$ cat src/rtl/tick_timer_pkg.sv
// Shared types and defaults for tick_timer and other consumers of the down-sampled tick.
package tick_timer_pkg;

    localparam int CNT_W_DEFAULT = 32;

    typedef enum logic {
        IDLE = 1'b0,
        RUN  = 1'b1
    } state_t;

endpackage

$ cat src/rtl/tick_edge_detect.sv
// One-flop rising-edge detector for the down-sampled tick square wave.
module tick_edge_detect (
    input  logic clk,
    input  logic rst,
    input  logic tick_in,
    output logic tick_rise
);

    logic tick_q;

    // tick_q clears to 0, so a tick_in already high after reset counts as a rise.
    always_ff @(posedge clk or negedge rst) begin
        if (!rst) begin
            tick_q <= 1'b0;
        end else begin
            tick_q <= tick_in;
        end
    end

    assign tick_rise = tick_in & ~tick_q;

endmodule

$ cat src/rtl/tick_timer.sv
// Interval timer counting tick rises: one-shot/periodic countdown plus a free-running elapsed count.
module tick_timer
    import tick_timer_pkg::*;
#(
    parameter int CNT_W = CNT_W_DEFAULT
) (
    input  logic             clk,
    input  logic             rst,
    input  logic             tick_in,
    input  logic             start,
    input  logic             stop,
    input  logic             periodic,
    input  logic [CNT_W-1:0] duration,
    output logic             busy,
    output logic             done,
    output logic [CNT_W-1:0] remaining,
    output logic [CNT_W-1:0] elapsed
);

    state_t           state;
    logic             tick_rise;
    logic             periodic_q;
    logic [CNT_W-1:0] duration_q;

    tick_edge_detect u_edge (
        .clk       (clk),
        .rst       (rst),
        .tick_in   (tick_in),
        .tick_rise (tick_rise)
    );

    always_ff @(posedge clk or negedge rst) begin
        if (!rst) begin
            state      <= IDLE;
            done       <= 1'b0;
            remaining  <= '0;
            elapsed    <= '0;
            duration_q <= '0;
            periodic_q <= 1'b0;
        end else begin
            done <= 1'b0;
            if (tick_rise) begin
                elapsed <= elapsed + CNT_W'(1);
            end
            // stop beats start, and start beats an expiring tick in the same cycle.
            if (stop) begin
                state     <= IDLE;
                remaining <= '0;
            end else if (start) begin
                if (duration != '0) begin
                    duration_q <= duration;
                    periodic_q <= periodic;
                    remaining  <= duration;
                    state      <= RUN;
                end else begin
                    state     <= IDLE;
                    remaining <= '0;
                    done      <= 1'b1;
                end
            end else if (state == RUN && tick_rise) begin
                if (remaining > CNT_W'(1)) begin
                    remaining <= remaining - CNT_W'(1);
                end else if (periodic_q) begin
                    remaining <= duration_q;
                    done      <= 1'b1;
                end else begin
                    remaining <= '0;
                    done      <= 1'b1;
                    state     <= IDLE;
                end
            end
        end
    end

    assign busy = (state == RUN);

endmodule

$ cat config.mk
export PLATFORM = sky130hd
export DESIGN_NAME = tick_timer
export DESIGN_NICKNAME = d
export VERILOG_FILES = /design/src/rtl/tick_timer_pkg.sv /design/src/rtl/tick_edge_detect.sv /design/src/rtl/tick_timer.sv
export SDC_FILE = /design/constraint.sdc
export NUM_CORES = 1
export LEC_CHECK = 0
export ABC_AREA = 1
export BUFFER_PORTS_ARGS = -buffer_cell sky130_fd_sc_hd__buf_2
export CORE_MARGIN = 5
export CORE_UTILIZATION = 40
export CTS_CLUSTER_SIZE = 8
export DETAILED_ROUTE_END_ITERATION = 8
export GPL_ROUTABILITY_DRIVEN = 0
export PLACE_DENSITY = 0.7
export SYNTH_ARGS = -nofsm -noshare
export SYNTH_HDL_FRONTEND = slang
export SYNTH_SLANG_ARGS = --single-unit
$ cat constraint.sdc
create_clock -name clk -period 1.6 [get_ports clk]
set_input_delay 0.32 -clock clk [delete_from_list [all_inputs] [get_ports clk]]
set_output_delay 0.32 -clock clk [all_outputs]
set_load 0.005 [all_outputs]
==> impl_metrics.toml <==
[outcome]
status = "complete, but fails checks"
violations = "negative setup slack"

[global_route]
antenna_found_initial = 0
grt_use_total_pct = 22.2
grt_max_degree = 40
overflow = 0
grt_pass1_vias = 6534
grt_pass1_wl_um = 32200

[synthesis]
synthArstFlopShare_pct = 100
syn_avg_cell_area_um2 = 7.13
synth_top_cell_area_share_pct = 40.7
synth_top_flop_cell = "dfrtp_1"
synth_fp_nets = 902
yosys.area.top_type = "dfrtp_1"
synth_xor_area_share_pct = 6.28
yosysSeqAreaShare_pct = 40.7
synthTopCellsByArea = "dfrtp_1 41%, nand2_1 19%, nor2_1 5.6%"
ys_warn_count = 0
synthSimpleGateAreaFrac_pct = 39.4
mappedNetlistArea_um2 = 6140
synthMuxAreaShare_pct = 0
synth_cells = 861
synth_cell_types = 32
synth_edf_count = 0
synth_top_family_by_area = "simple AND/OR/NAND/NOR gates"
yosys.area_share.adder_pct = 0.611
synth_compound_area_share_pct = 5.70
ys_ff_latch = 100

[die]
io_pins = 104
core_um2 = 15100
die_y_um = 134
fp.dieArea_um2 = 17900
dieWidth_um = 134
row_count = 45
start_util_pct = 40.5

[power_and_ir_drop]
pwr-share-clk_pct = 27.2
total_switching_power_w = 0.00270
p_comb_share_pct = 34.6
p_int_w = 0.00527
powerDensity_nw_per_um2 = 889
p_leak_nw = 4.82
swShare_pct = 33.8
p_seq_share_pct = 38.2
ir_worst_vdd_mv = 0.606

[routing]
drc = 0
drtIter0Drc = 510
drt_first_pass_iters = 6
wire_per_inst_um = 15.8
drt-total-wl_um = 20900
vias_per_cell = 5.14
ant_nets = 0
vias = 6772

[sta]
fin_crit_sh_pct = 120
clock_skew_ns = 0.00817
hold_slack_ns = 0.129
rsz0062_at_grt = "yes"
fmaxAchievable_ghz = 0.522
period_minus_slack_ns = 1.92
hold_viol = 0
worst_slew_pin_slew_ns = 0.408
maxSlewHeadroom_pct = 72.8
final_max_slew_viol_count = 0
fin_ws_ns = -0.317
setup_viol = 39

[min_path]
whs_endpoint = "u_edge.tick_q$_DFF_PN0_"
min_from = "tick_in"
hold_path.class = "input pin to flop"
holdPathStages = 1

[setup_path]
reg2reg_to = "remaining[10]$_DFFE_PN0P_"
path_class = "flop to flop"
r2r_setup_slack_ns = -0.32
r2r_cells = 13
rr_startpoint = "remaining[1]$_DFFE_PN0P_"
startpoint_type = "flop"
cp.required_ns = 1.84
crit_fanout = 10
arrival_ns = 2.16
end_kind = "flop"

[clock_tree]
cts_tree = "done"
root_buffer = "clkbuf_16"
h-tree-depth = 3
clk_latency_ns = 0.35
clk_pin_slew_ns = 0.07
cts_buffers = 9
cts_sinks = 100
clock_path_buffers = 2

[layout]
finish.utilization_pct = 59.2
n_antenna_cell = 0
final.fill_count = 1341
design_area_um2 = 8960
syn_to_final_growth_pct = 46.0
final_layout_size_suffix_gt1_share_pct = 37.7
final_net_count = 1167

[place]
portBuffers = 103
placed_area_um2 = 7950
dpl.hpwl_um = 15000

[flow_run]
drv_cap = 0
how the worst max path moves through the flow:
stage | from | depth (start not counted) | end | slack [ns]
2_1_floorplan | elapsed[0]$_DFFE_PN0P_ | 9 | elapsed[26]$_DFFE_PN0P_ | -0.02
3_3_place_gp | remaining[1]$_DFFE_PN0P_ | 13 | remaining[21]$_DFFE_PN0P_ | -0.20
3_5_place_dp | remaining[1]$_DFFE_PN0P_ | 13 | remaining[21]$_DFFE_PN0P_ | -0.22
4_1_cts | remaining[0]$_DFFE_PN0P_ | 13 | remaining[13]$_DFFE_PN0P_ | -0.17
5_1_grt | remaining[0]$_DFFE_PN0P_ | 13 | remaining[10]$_DFFE_PN0P_ | -0.42
6_report | remaining[1]$_DFFE_PN0P_ | 13 | remaining[10]$_DFFE_PN0P_ | -0.32
critical path: stages, from the launching register on:
cell and delay (ns):
dfrtp_1 0.39, inv_2 0.12, ha_4 0.19, nor2_4 0.04, nor2_2 0.10, buf_4 0.13
nand3_4 0.08, nor2_4 0.20, buf_12 0.17, o21ai_1 0.09, nand3_1 0.09, nand2_1 0.06
nand2_1 0.07, nand2_1 0.05
layer usage:
layer  GRT usage [%]  wire, um
met4            9.60       640
met1            29.0      8660
met2            36.5     10100
met5               0         0
met3            3.83      1450
cell usage after synthesis, types with 2 or more instances:
master,n
nand2_2,11
nand3_2,2
ha_1,3
buf_2,7
nand3_1,58
buf_4,2
nor2_4,14
nor3_1,11
nor2_1,92
nand3b_1,6
o21ai_1,12
xnor2_1,19
xor2_1,25
nand2_1,314
clkbuf_1,5
inv_2,7
dfrtp_1,100
a21oi_1,24
inv_1,71
o21ai_0,31
nor2_2,15
nand4_1,15
buf_6,7
nand2_4,2
power by group through the flow:
stage | logic, W | registers, W | clock network (W)
6_report | 0.00276 | 0.00304 | 0.00217
5_1_grt | 0.00301 | 0.00308 | 0.00232
4_1_cts | 0.00252 | 0.00302 | 0.00220
3_5_place_dp | 0.00234 | 0.00305 | 0
3_3_place_gp | 0.00230 | 0.00304 | 0
2_1_floorplan | 0.00108 | 0.00311 | 0
stage by stage:
| stage | TNS, ns | power, W | setup WS, ns | std cells |
|---|---|---|---|---|
| 3_5_place_dp | -7.75 | 0.00539 | -0.221 | 1279 |
| 2_1_floorplan | -0.0225 | 0.00419 | -0.0225 | 861 |
| 4_1_cts | -4.25 | 0.00774 | -0.170 | 1306 |
| 6_report | -8.10 | 0.00797 | -0.317 | 1318 |
| 3_3_place_gp | -5.25 | 0.00534 | -0.197 | 1279 |
| 5_1_grt | -11.93 | 0.00840 | -0.424 | 1318 |
logic make-up after synthesis:
group	count (synthesis)
xor+xnor	44
simple gates	545
flops	100
fa+ha+maj	3
compound gates	69
buf+inv	100
state kept, by name (all words and copies together), names as in the netlist:
name / cells
duration_q: 32
elapsed: 32
remaining: 32
busy: 1
done: 1
periodic_q: 1
u_edge.tick_q: 1
final cells by class:
type / instances / area, um^2 / area share (%)
Timing Repair Buffer: 276 / 1970 / 21.9
Clock buffer: 11 / 233 / 2.60
Multi-Input combinational cell: 661 / 3670 / 41.0
Inverter: 78 / 293 / 3.27
Tap cell: 188 / 235 / 2.62
Clock inverter: 4 / 51.3 / 0.572
Sequential cell: 100 / 2510 / 28.0
what timing repair did:
action / CTS / global route
buffers inserted: 10 / 11
pin swaps: 15 / 32
endpoints found under the setup margin: 43 / 49
cloned: 1 / 2
hold buffers: 1 / 0
hold endpoints to repair: 25 / 0
gates resized for setup: 59 / 76
cells in the final DEF, fill, tap and decap left out, types with 2 or more instances in the layout:
cell type,synthesis,routed
nand3_2,2,12
nand3_4,0,10
buf_2,7,100
dfrtp_1,100,93
buf_4,2,156
o21ai_0,31,21
nor2_2,15,21
nand4_1,15,15
o21ai_2,1,4
ha_4,0,3
nor2_4,14,24
nand2_2,11,21
nand2_1,314,298
clkbuf_16,0,11
a21oi_1,24,11
inv_2,7,9
inv_1,71,69
dfrtp_2,0,7
nand3b_1,6,6
xor2_1,25,25
buf_6,7,12
nor3_1,11,7
nor2_1,92,76
a21oi_2,0,12
nor3_4,0,2
nor3_2,1,3
buf_12,0,5
nand3_1,58,38
clkbuf_1,5,2
nand2_4,2,7
o21ai_1,12,19
xnor2_1,19,19
(Power assumes the default switching activity.)
